[src/rtl/ack_pkg.sv]
// -----------------------------------------------------------------------------
// ack_pkg
// Shared definitions for the ACK frame producer (ack_queue) and consumer
// (ack_rx_parser): message type, header field offsets, parser FSM states and
// the wrap-safe sequence comparison.
// -----------------------------------------------------------------------------
package ack_pkg;

   // Message-type byte identifying an ACK frame
   localparam logic [7:0] ACK_TYPE  = 8'h06;

   // Header beat field offsets (bit positions inside tdata)
   localparam int         TYPE_LSB  = 0;
   localparam int         APP_LSB   = 8;
   localparam int         SEQ_LSB   = 16;

   // Bytes that must be present for a header to be usable
   localparam int         HDR_BYTES = 6;

   // Receive FSM: S_HDR expects a header beat, S_DRAIN discards the frame tail
   typedef enum logic [0:0] {
      S_HDR   = 1'b0,
      S_DRAIN = 1'b1
   } rx_state_e;

   // True when a is strictly newer than b in 32-bit serial-number arithmetic:
   // the difference a-b, read as a signed value, must be positive. A difference
   // of exactly 2^31 is negative and therefore not newer.
   function automatic logic seq_newer(input logic [31:0] a, input logic [31:0] b);
      logic [31:0] diff_s;
      diff_s = a - b;
      return (diff_s[31] == 1'b0) && (diff_s != 32'h0000_0000);
   endfunction

endpackage

[src/rtl/ack_rx_parser_sat_counter.sv]
// -----------------------------------------------------------------------------
// sat_counter
// Event counter that stops at all-ones instead of wrapping.
//   clk    : system clock
//   resetn : asynchronous active-low reset, clears the count
//   inc    : count one event this cycle
//   count  : registered count value
// -----------------------------------------------------------------------------
module sat_counter #(
   parameter int CNT_W = 16
) (
   input  logic             clk,
   input  logic             resetn,
   input  logic             inc,
   output logic [CNT_W-1:0] count
);

   logic [CNT_W-1:0] count_r;
   logic             at_max_s;

   assign at_max_s = (count_r == {CNT_W{1'b1}});

   // Count register, held once it reaches all-ones
   always_ff @(posedge clk or negedge resetn) begin
      if (!resetn) begin
         count_r <= {CNT_W{1'b0}};
      end else if (inc && !at_max_s) begin
         count_r <= count_r + {{(CNT_W-1){1'b0}}, 1'b1};
      end else begin
         count_r <= count_r;
      end
   end

   assign count = count_r;

endmodule

[src/rtl/ack_rx_parser.sv]
// -----------------------------------------------------------------------------
// ack_rx_parser
// AXI-Stream receiver for inbound ACK frames. The first beat of every frame is
// parsed as a header {seq[47:16], app_id[15:8], type[7:0]}; remaining beats are
// drained. Newer ACKs for APP0/APP1 update a held sequence value and raise a
// one-cycle pulse; everything else is counted as a drop. Never backpressures.
//
// Ports:
//   clk, resetn           : clock, asynchronous active-low reset
//   rx_tdata/tkeep/tuser  : AXIS beat (tuser ignored)
//   rx_tvalid/tlast       : AXIS valid, end of frame
//   rx_tready             : AXIS ready, 0 in reset and 1 afterwards
//   ack0_seq/ack0_valid   : highest accepted APP0 sequence, advance pulse
//   ack1_seq/ack1_valid   : highest accepted APP1 sequence, advance pulse
//   frames_ok/frames_drop : saturating accepted / dropped frame counts
// -----------------------------------------------------------------------------
module ack_rx_parser #(
   parameter int         DATA_W   = 512,
   parameter int         USER_W   = 64,
   parameter logic [7:0] ACK_TYPE = ack_pkg::ACK_TYPE,
   parameter int         CNT_W    = 16
) (
   input  logic                clk,
   input  logic                resetn,
   input  logic [DATA_W-1:0]   rx_tdata,
   input  logic [DATA_W/8-1:0] rx_tkeep,
   input  logic [USER_W-1:0]   rx_tuser,
   input  logic                rx_tvalid,
   input  logic                rx_tlast,
   output logic                rx_tready,
   output logic [31:0]         ack0_seq,
   output logic                ack0_valid,
   output logic [31:0]         ack1_seq,
   output logic                ack1_valid,
   output logic [CNT_W-1:0]    frames_ok,
   output logic [CNT_W-1:0]    frames_drop
);

   import ack_pkg::*;

   rx_state_e   state_r;
   rx_state_e   state_next_s;

   logic        tready_r;
   logic [31:0] ack0_seq_r;
   logic [31:0] ack1_seq_r;
   logic        ack0_valid_r;
   logic        ack1_valid_r;
   logic [1:0]  seen_r;

   logic        beat_fire_s;
   logic        hdr_fire_s;
   logic [7:0]  hdr_type_s;
   logic [7:0]  hdr_app_s;
   logic [31:0] hdr_seq_s;
   logic        hdr_ok_s;
   logic        accept0_s;
   logic        accept1_s;
   logic        reject_s;
   logic        ok_inc_s;

   // Payload above the header, upper byte enables and sideband are not used
   logic        unused_s;
   assign unused_s = ^{rx_tuser, rx_tdata[DATA_W-1:HDR_BYTES*8], rx_tkeep[DATA_W/8-1:HDR_BYTES]};

   assign beat_fire_s = rx_tvalid && tready_r;
   assign hdr_fire_s  = beat_fire_s && (state_r == S_HDR);
   assign hdr_type_s  = rx_tdata[TYPE_LSB +: 8];
   assign hdr_app_s   = rx_tdata[APP_LSB +: 8];
   assign hdr_seq_s   = rx_tdata[SEQ_LSB +: 32];

   // Header classification: type, full header bytes and per-app freshness
   always_comb begin
      hdr_ok_s  = 1'b0;
      accept0_s = 1'b0;
      accept1_s = 1'b0;
      reject_s  = 1'b0;
      if (hdr_fire_s) begin
         hdr_ok_s  = (hdr_type_s == ACK_TYPE) &&
                     (rx_tkeep[HDR_BYTES-1:0] == {HDR_BYTES{1'b1}});
         // The first ACK after reset is taken unconditionally: there is no
         // previous value to compare against.
         accept0_s = hdr_ok_s && (hdr_app_s == 8'd0) &&
                     (!seen_r[0] || seq_newer(hdr_seq_s, ack0_seq_r));
         accept1_s = hdr_ok_s && (hdr_app_s == 8'd1) &&
                     (!seen_r[1] || seq_newer(hdr_seq_s, ack1_seq_r));
         reject_s  = !(accept0_s || accept1_s);
      end else begin
         hdr_ok_s  = 1'b0;
      end
   end

   assign ok_inc_s = accept0_s || accept1_s;

   // Next-state: a header without tlast opens a frame that must be drained
   always_comb begin
      state_next_s = state_r;
      case (state_r)
         S_HDR: begin
            if (beat_fire_s && !rx_tlast) begin
               state_next_s = S_DRAIN;
            end else begin
               state_next_s = S_HDR;
            end
         end
         S_DRAIN: begin
            if (beat_fire_s && rx_tlast) begin
               state_next_s = S_HDR;
            end else begin
               state_next_s = S_DRAIN;
            end
         end
         default: begin
            state_next_s = S_HDR;
         end
      endcase
   end

   // FSM state register
   always_ff @(posedge clk or negedge resetn) begin
      if (!resetn) begin
         state_r <= S_HDR;
      end else begin
         state_r <= state_next_s;
      end
   end

   // Ready is held low only while in reset
   always_ff @(posedge clk or negedge resetn) begin
      if (!resetn) begin
         tready_r <= 1'b0;
      end else begin
         tready_r <= 1'b1;
      end
   end

   // Per-app held sequence, advance pulse and seen flag
   always_ff @(posedge clk or negedge resetn) begin
      if (!resetn) begin
         ack0_seq_r   <= 32'h0000_0000;
         ack1_seq_r   <= 32'h0000_0000;
         ack0_valid_r <= 1'b0;
         ack1_valid_r <= 1'b0;
         seen_r       <= 2'b00;
      end else begin
         ack0_valid_r <= accept0_s;
         ack1_valid_r <= accept1_s;
         if (accept0_s) begin
            ack0_seq_r <= hdr_seq_s;
            seen_r[0]  <= 1'b1;
         end else begin
            ack0_seq_r <= ack0_seq_r;
            seen_r[0]  <= seen_r[0];
         end
         if (accept1_s) begin
            ack1_seq_r <= hdr_seq_s;
            seen_r[1]  <= 1'b1;
         end else begin
            ack1_seq_r <= ack1_seq_r;
            seen_r[1]  <= seen_r[1];
         end
      end
   end

   sat_counter #(.CNT_W(CNT_W)) u_ok_cnt (
      .clk    (clk),
      .resetn (resetn),
      .inc    (ok_inc_s),
      .count  (frames_ok)
   );

   sat_counter #(.CNT_W(CNT_W)) u_drop_cnt (
      .clk    (clk),
      .resetn (resetn),
      .inc    (reject_s),
      .count  (frames_drop)
   );

   assign rx_tready  = tready_r;
   assign ack0_seq   = ack0_seq_r;
   assign ack1_seq   = ack1_seq_r;
   assign ack0_valid = ack0_valid_r;
   assign ack1_valid = ack1_valid_r;

endmodule

[config.mk]
export PLATFORM = sky130hd
export DESIGN_NAME = ack_rx_parser
export DESIGN_NICKNAME = d
export VERILOG_FILES = /design/src/rtl/ack_pkg.sv /design/src/rtl/ack_rx_parser_sat_counter.sv /design/src/rtl/ack_rx_parser.sv
export SDC_FILE = /design/constraint.sdc
export NUM_CORES = 1
export LEC_CHECK = 0
export ABC_AREA = 1
export CORE_AREA = 2 2 286 288
export CTS_CLUSTER_SIZE = 10
export DETAILED_ROUTE_END_ITERATION = 8
export DIE_AREA = 0 0 288 290
export DONT_BUFFER_PORTS = 1
export PLACE_DENSITY = 0.3
export SLEW_MARGIN = 20
export SYNTH_ARGS = -nofsm -noshare
export SYNTH_HDL_FRONTEND = slang
export SYNTH_SLANG_ARGS = --single-unit
[constraint.sdc]
create_clock -name clk -period 3.8 [get_ports clk]
set_clock_uncertainty 0.1 [all_clocks]
set_input_delay 0.76 -clock clk [delete_from_list [all_inputs] [get_ports clk]]
set_output_delay 0.76 -clock clk [all_outputs]
set_load 0.05 [all_outputs]
==> flow_summary_export.csv, run 1 <==
group,metric,value,unit
timing,hold_viol,0,
yosys,ys_seq_area_frac,0.246,
critical_path,r2r_end,"u_drop_cnt.count[2]$_DFFE_PN0P_",
yosys,syn_avg_cell_area,5.92,sq um
grt,grt_pass1_vias,11100,
yosys,async_flop_share,1.00,
critical_path,critPathArrivalTime,3.69,ns
floorplanning,row_count,104,
clock_tree,htreeDepth,3,
yosys,syn_area,0.0104,sq mm
critical_path,crit_fanout,31,
floorplanning,coreArea,0.0802,sq mm
yosys,synth_warnings,0,
critical_path,required,3.98,ns
placed_design,globalplace.congestion,0.798,
placed_design,portBuffers,0,
route,ant_nets,0,
timing,setup_ws,0.294,ns
grt,overflow,0,
status,status,"finished clean",
cells_and_area,syn2layout_area_growth,29.2,%
route,route.detailed.drc,0,
cells_and_area,fill_cells,9414,
clock_tree,clkSinkCount,102,
power,finalPower,3.04,mW
critical_path,crit_path_end_kind,"register",
timing,fin_crit,3.51,ns
clock_tree,clk_pin_slew,0.08,ns
clock_tree,cts_tree,"built",
yosys,synthFlopType,"dfrtp_1",
cells_and_area,postLayoutCoreUtil,0.167,
power,leakage,7.15,nW
timing,max_clock_freq,285,MHz
floorplanning,die_h,290,um
job,drv_cap,0,
yosys,yosysTopAreaCellShare,0.246,
placed_design,hpwl,35.0,mm
timing,max_slew_margin,0.405,
yosys,synth_edf_count,0,
clock_tree,cts_buffer_depth,2,
grt,grt_usage,0.100,
cells_and_area,design_area,0.0134,sq mm
power,cellPowerDensity,227,mW/mm^2
cells_and_area,antenna_cells,0,
timing,drv_slew,0,
timing,hold_slack,0.0890,ns
cells_and_area,fin_nets,2636,
floorplanning,io_pins,743,
yosys,netlist_instances,1750,
floorplanning,dieArea,0.0835,sq mm
placed_design,dpl_cell_area,0.0130,sq mm
route,drt_pre_antenna_iters,5,
timing,setup_viol,0,
clock_tree,clock_latency,0.40,ns
yosys,synth_cell_type_count,41,
route,routed_wirelength,41.5,mm
clock_tree,cts_root_buf,"clkbuf_16",
yosys,yosysMostFrequentCell,"nand2_1",
critical_path,r2r_cells,22,
floorplanning,chipWidth,288,um
yosys,syn_nets,2460,
floorplanning,start_util,0.129,
yosys,synth_top_cells_by_count,"nand2_1, inv_1, nor2_1",
clock_tree,cts-buffers-inserted,9,
grt,grt_max_degree,103,
critical_path,regToRegSetupSlack,0.32,ns
min_path,worstHoldPathType,"input pin to async pin",
power,ir_drop,0.239,mV
timing,tightest_slew,0.892,ns
route,via_per_inst,3.56,
route,vias,10600,
yosys,synth_area_leaders,"dfrtp_1, nand2_1, inv_1, ha_1, nand3_1",
cells_and_area,drive_gt1_frac,0.145,
critical_path,worstReg2RegStart,"ack1_seq[0]$_DFFE_PN0P_",
timing,rsz0062_at_grt,"false",
yosys,yosysTopAreaCell,"dfrtp_1",
critical_path,criticalPathCategory,"input pin to register",
route,drtIter0Drc,386,
grt,grt_pass1_wl,63.3,mm
route,wire_per_inst,13.9,um
timing,fin_crit_sh,0.923,
yosys,ys_seq_elements,102,
critical_path,start_kind,"input pin",
grt,antenna_found_initial,0,
placed_design,dp_worst_setup_slack,-0.268,ns
[per-layer routing]
| layer | vias up | part of all wire | GRT usage |
|---|---|---|---|
| li1 | 5648 | - | - |
| met3 | 34 | 0.031 | 0.0180 |
| met1 | 4801 | 0.43 | 0.116 |
| met4 | 0 | 0.023 | 0.0306 |
| met2 | 150 | 0.52 | 0.185 |
| met5 | - | 0 | 0 |
[flip-flops by register name (all words and copies together) (netlist names), named ones only]
name / flops
ack0_seq: 32
ack0_valid: 1
ack1_seq: 32
ack1_valid: 1
rx_tready: 1
seen_r: 2
u_drop_cnt.count: 16
u_ok_cnt.count: 16
[power by group]
part           leakage (nW)  switching (mW)  internal (mW)  total, mW
clock                 0.159           0.510          0.595       1.11
sequential             1.42          0.0876           1.10       1.19
combinational          5.58           0.473          0.274      0.746
[worst max path at each step]
| stage | end | slack, ns | from |
|---|---|---|---|
| finish | u_drop_cnt.count[2]$_DFFE_PN0P_ | 0.29 | rx_tdata[16] |
| global route | ack1_seq[13]$_DFFE_PN0P_ | 0.0005 | ack1_seq[0]$_DFFE_PN0P_ |
| CTS | u_drop_cnt.count[5]$_DFFE_PN0P_ | 0.18 | rx_tdata[16] |
| detailed placement | u_drop_cnt.count[2]$_DFFE_PN0P_ | -0.27 | rx_tdata[16] |
| global placement | u_drop_cnt.count[6]$_DFFE_PN0P_ | -0.29 | rx_tdata[16] |
| floorplan | u_drop_cnt.count[6]$_DFFE_PN0P_ | 0.62 | rx_tdata[16] |
[critical path, cell delays in order]
cell     delay, ns
inv_1         0.04
ha_1          0.22
fa_1          0.41
inv_1         0.10
nand3_1       0.07
nand3_1       0.16
nand2_1       0.07
nand2_1       0.21
nand2_1       0.14
nand4_1       0.11
nand2_1       0.07
nor2_1        0.10
nand2_1       0.05
nor2_1        0.15
nand3_1       0.09
nand2_1       0.16
buf_12        0.14
nand2_2       0.09
nand2_2       0.10
nand3_2       0.10
buf_12        0.19
nand2_1       0.08
o21ai_2       0.06
[placed cells by master (no fill, tap or decap), types with 29 or more instances in the layout]
| cell | n |
|---|---|
| nand2_1 | 650 |
| inv_1 | 381 |
| buf_4 | 175 |
| nor2_1 | 126 |
| dfrtp_1 | 102 |
| nand3_1 | 100 |
| ha_1 | 64 |
| o21ai_1 | 60 |
| a21oi_1 | 36 |
| nand4_1 | 30 |
| xor2_1 | 29 |
[cells by family (layout without fill, tap and decap cells)]
| family | count (synthesis) | after routing | share of synthesized area |
|---|---|---|---|
| adder cells (fa/ha/maj) | 66 | 66 | 0.0812 |
| buffers and inverters | 415 | 595 | 0.162 |
| AO/OA/AOI/OAI | 123 | 123 | 0.0675 |
| flip-flops | 102 | 102 | 0.246 |
| XOR/XNOR | 44 | 44 | 0.0372 |
| other | 1 | 1 | 0.000362 |
| AND/OR/NAND/NOR | 999 | 999 | 0.405 |
[stage by stage]
stage                     cells  TNS (ns)
after floorplan            1750         0
after global routing       2990         0
after detailed placement   2972    -20.86
after CTS                  2988         0
final                      2990         0
after global placement     2972    -24.48
[what timing repair did]
item	4_1_cts	5_1_grt
buffers inserted	0	1
hold buffers	1	0
setup endpoints to repair	0	63
hold endpoints to repair	102	0
gates resized for setup	0	4
[layout make-up]
class / count / area [sq um] / share of cell area
Timing Repair Buffer: 186 / 1550 / 0.116
Clock buffer: 10 / 239 / 0.0179
Sequential cell: 102 / 2550 / 0.191
Multi-Input combinational cell: 1233 / 6160 / 0.460
Inverter: 394 / 1480 / 0.110
Tap cell: 1060 / 1330 / 0.0991
Clock inverter: 5 / 82.6 / 0.00617
Power figures use the tool's default switching activity.
==> run 2: changes to the inputs <==
--- a/config.mk
+++ b/config.mk
@@ -6,12 +6,11 @@
 export NUM_CORES = 1
 export LEC_CHECK = 0
 export ABC_AREA = 1
-export CORE_AREA = 2 2 286 288
+export CORE_AREA = 2 2 292 294
 export CTS_CLUSTER_SIZE = 10
 export DETAILED_ROUTE_END_ITERATION = 8
-export DIE_AREA = 0 0 288 290
-export DONT_BUFFER_PORTS = 1
-export PLACE_DENSITY = 0.3
+export DIE_AREA = 0 0 294 296
+export PLACE_DENSITY = 0.39
 export SLEW_MARGIN = 20
 export SYNTH_ARGS = -nofsm -noshare
 export SYNTH_HDL_FRONTEND = slang
==> flow_summary_export.csv, run 2 (synthesis results as in run 1) <==
group,metric,value,unit
status,status,"finished clean",
timing,setup_ws,0.243,ns
clock_tree,htreeDepth,3,
cells_and_area,final_common_cell,"nand2_1",
route,drt_pre_antenna_iters,5,
grt,overflow,0,
min_path,worstHoldPathType,"input pin to async pin",
floorplanning,chipWidth,294,um
critical_path,crit_fanout,14,
critical_path,crit_path_end_kind,"register",
timing,max_slew_margin,0.399,
cells_and_area,postLayoutCoreUtil,0.190,
timing,fin_crit_sh,0.936,
route,ant_nets,0,
grt,grt_max_degree,56,
grt,grt_usage,0.100,
route,route.detailed.drc,0,
power,cellPowerDensity,200,mW/mm^2
job,drv_cap,0,
timing,max_clock_freq,281,MHz
clock_tree,clock_latency,0.40,ns
clock_tree,cts_root_buf,"clkbuf_16",
floorplanning,row_count,107,
route,routed_wirelength,42.9,mm
critical_path,criticalPathCategory,"input pin to register",
critical_path,critPathArrivalTime,3.74,ns
cells_and_area,drive_gt1_frac,0.194,
floorplanning,die_h,296,um
grt,grt_pass1_wl,66.1,mm
grt,grt_pass1_vias,11700,
route,via_per_inst,3.53,
critical_path,required,3.99,ns
placed_design,hpwl,35.3,mm
floorplanning,start_util,0.123,
clock_tree,cts_tree,"built",
route,vias,11400,
floorplanning,io_pins,743,
cells_and_area,mostFrequentLayoutCells,"nand2_1, inv_1, buf_4",
power,ir_drop,0.201,mV
clock_tree,postCtsHoldBufs,0,
grt,antenna_found_initial,1,
route,wire_per_inst,13.3,um
cells_and_area,fin_nets,2844,
floorplanning,coreArea,0.0842,sq mm
timing,rsz0062_at_grt,"false",
clock_tree,clkSinkCount,102,
timing,tightest_slew,0.901,ns
power,leakage,8.21,nW
critical_path,start_kind,"input pin",
placed_design,dp_worst_setup_slack,-0.722,ns
placed_design,globalplace.congestion,0.812,
route,drtIter0Drc,514,
floorplanning,dieArea,0.0870,sq mm
timing,setup_viol,0,
cells_and_area,syn2layout_area_growth,54.7,%
timing,drv_slew,0,
timing,fin_crit,3.56,ns
placed_design,portBuffers,156,
clock_tree,cts_buffer_depth,2,
clock_tree,clk_pin_slew,0.09,ns
timing,hold_viol,0,
cells_and_area,fill_cells,9709,
clock_tree,cts-buffers-inserted,9,
## run 2: changes by cell type in the layout (fill, tap and decap cells not counted), sizes merged, moves of 2 or more
| cell | before | now |
|---|---|---|
| buf | 185 | 238 |
| clkdlybuf4s50 | 0 | 128 |
| inv | 394 | 397 |
| dlygate4sd2 | 0 | 7 |
| bufinv | 2 | 0 |
| dlymetal6s2s | 0 | 20 |
## run 2: per-layer routing
metal	GRT usage	wire length [um]	up-vias
met5	0	0	-
met4	0.0253	709	0
met3	0.0158	1330	31
met2	0.185	21900	150
met1	0.120	19000	5156
li1	-	-	6068
## run 2: repair_timing
action,4_1_cts,5_1_grt
resized for setup,68,77
pin swaps,11,11
endpoints found under the setup margin,100,100
cloned,6,1
buffers inserted,14,3
## run 2: stage by stage
stage | hold slack, ns | cell area (sq um) | setup TNS [ns] | total power [mW] | instances
final | 0.350 | 16000 | 0 | 3.20 | 3230
after global routing | 0.390 | 16000 | 0 | 3.43 | 3229
after CTS | 0.353 | 15600 | 0 | 3.27 | 3225
after detailed placement | 0.375 | 14800 | -62.65 | 2.16 | 3189
after global placement | 0.369 | 14800 | -62.49 | 2.16 | 3189
after floorplan | 0.355 | 10400 | 0 | 1.69 | 1750
## run 2: final timing paths
kind	startpoint	to	slack, ns	depth (start not counted)
max	rx_tdata[43]	ack0_seq[17]$_DFFE_PN0P_	0.24	23
min	resetn	u_ok_cnt.count[7]$_DFFE_PN0P_	0.35	1
max reg2reg	ack1_seq[10]$_DFFE_PN0P_	seen_r[1]$_DFFE_PN0P_	0.46	22
min reg2reg	seen_r[1]$_DFFE_PN0P_	seen_r[1]$_DFFE_PN0P_	0.40	1
max in group asynchronous	resetn	ack0_seq[4]$_DFFE_PN0P_	2.39	2
min in group clk	seen_r[1]$_DFFE_PN0P_	seen_r[1]$_DFFE_PN0P_	0.40	1
## run 2: area by class of cell
cell class	count	area, sq um	share of cell area
diodes	1	2.50	0.000156
flip-flops and latches	102	2550	0.159
repair buffers	394	3700	0.231
clock buffers	9	225	0.0141
well taps	1090	1360	0.0851
clock inverters	7	72.6	0.00453
multi-input cells	1233	6630	0.414
inverters	394	1480	0.0923
## run 2: worst max-delay path, stage by stage
cell and delay, ns:
clkdlybuf4s50_1 0.53, buf_4 0.15, ha_2 0.31, a21o_1 0.22
a21oi_1 0.15, nand2_1 0.08, a21oi_2 0.13, buf_4 0.12
nand3_1 0.06, nand2_1 0.06, nor2_1 0.04, nand2_1 0.06
nor2_2 0.05, nand3_4 0.06, nand2_4 0.06, nand2_4 0.08
nand3_4 0.11, buf_12 0.18, buf_4 0.13, buf_12 0.12
buf_16 0.14, nand2_1 0.05, o21ai_1 0.06
## run 2: where the power goes
| group | switching (mW) | internal (mW) |
|---|---|---|
| combinational | 0.599 | 0.439 |
| clock | 0.562 | 0.467 |
| sequential | 0.0323 | 1.10 |
==> run 3: changes to the inputs <==
--- a/config.mk
+++ b/config.mk
@@ -11,6 +11,7 @@
 export DETAILED_ROUTE_END_ITERATION = 8
 export DIE_AREA = 0 0 294 296
 export PLACE_DENSITY = 0.39
+export SKIP_LAST_GASP = 1
 export SLEW_MARGIN = 20
 export SYNTH_ARGS = -nofsm -noshare
 export SYNTH_HDL_FRONTEND = slang
==> results of run 3 <==
Same layout as run 2: the final DEF is identical, and so are final timing and power.
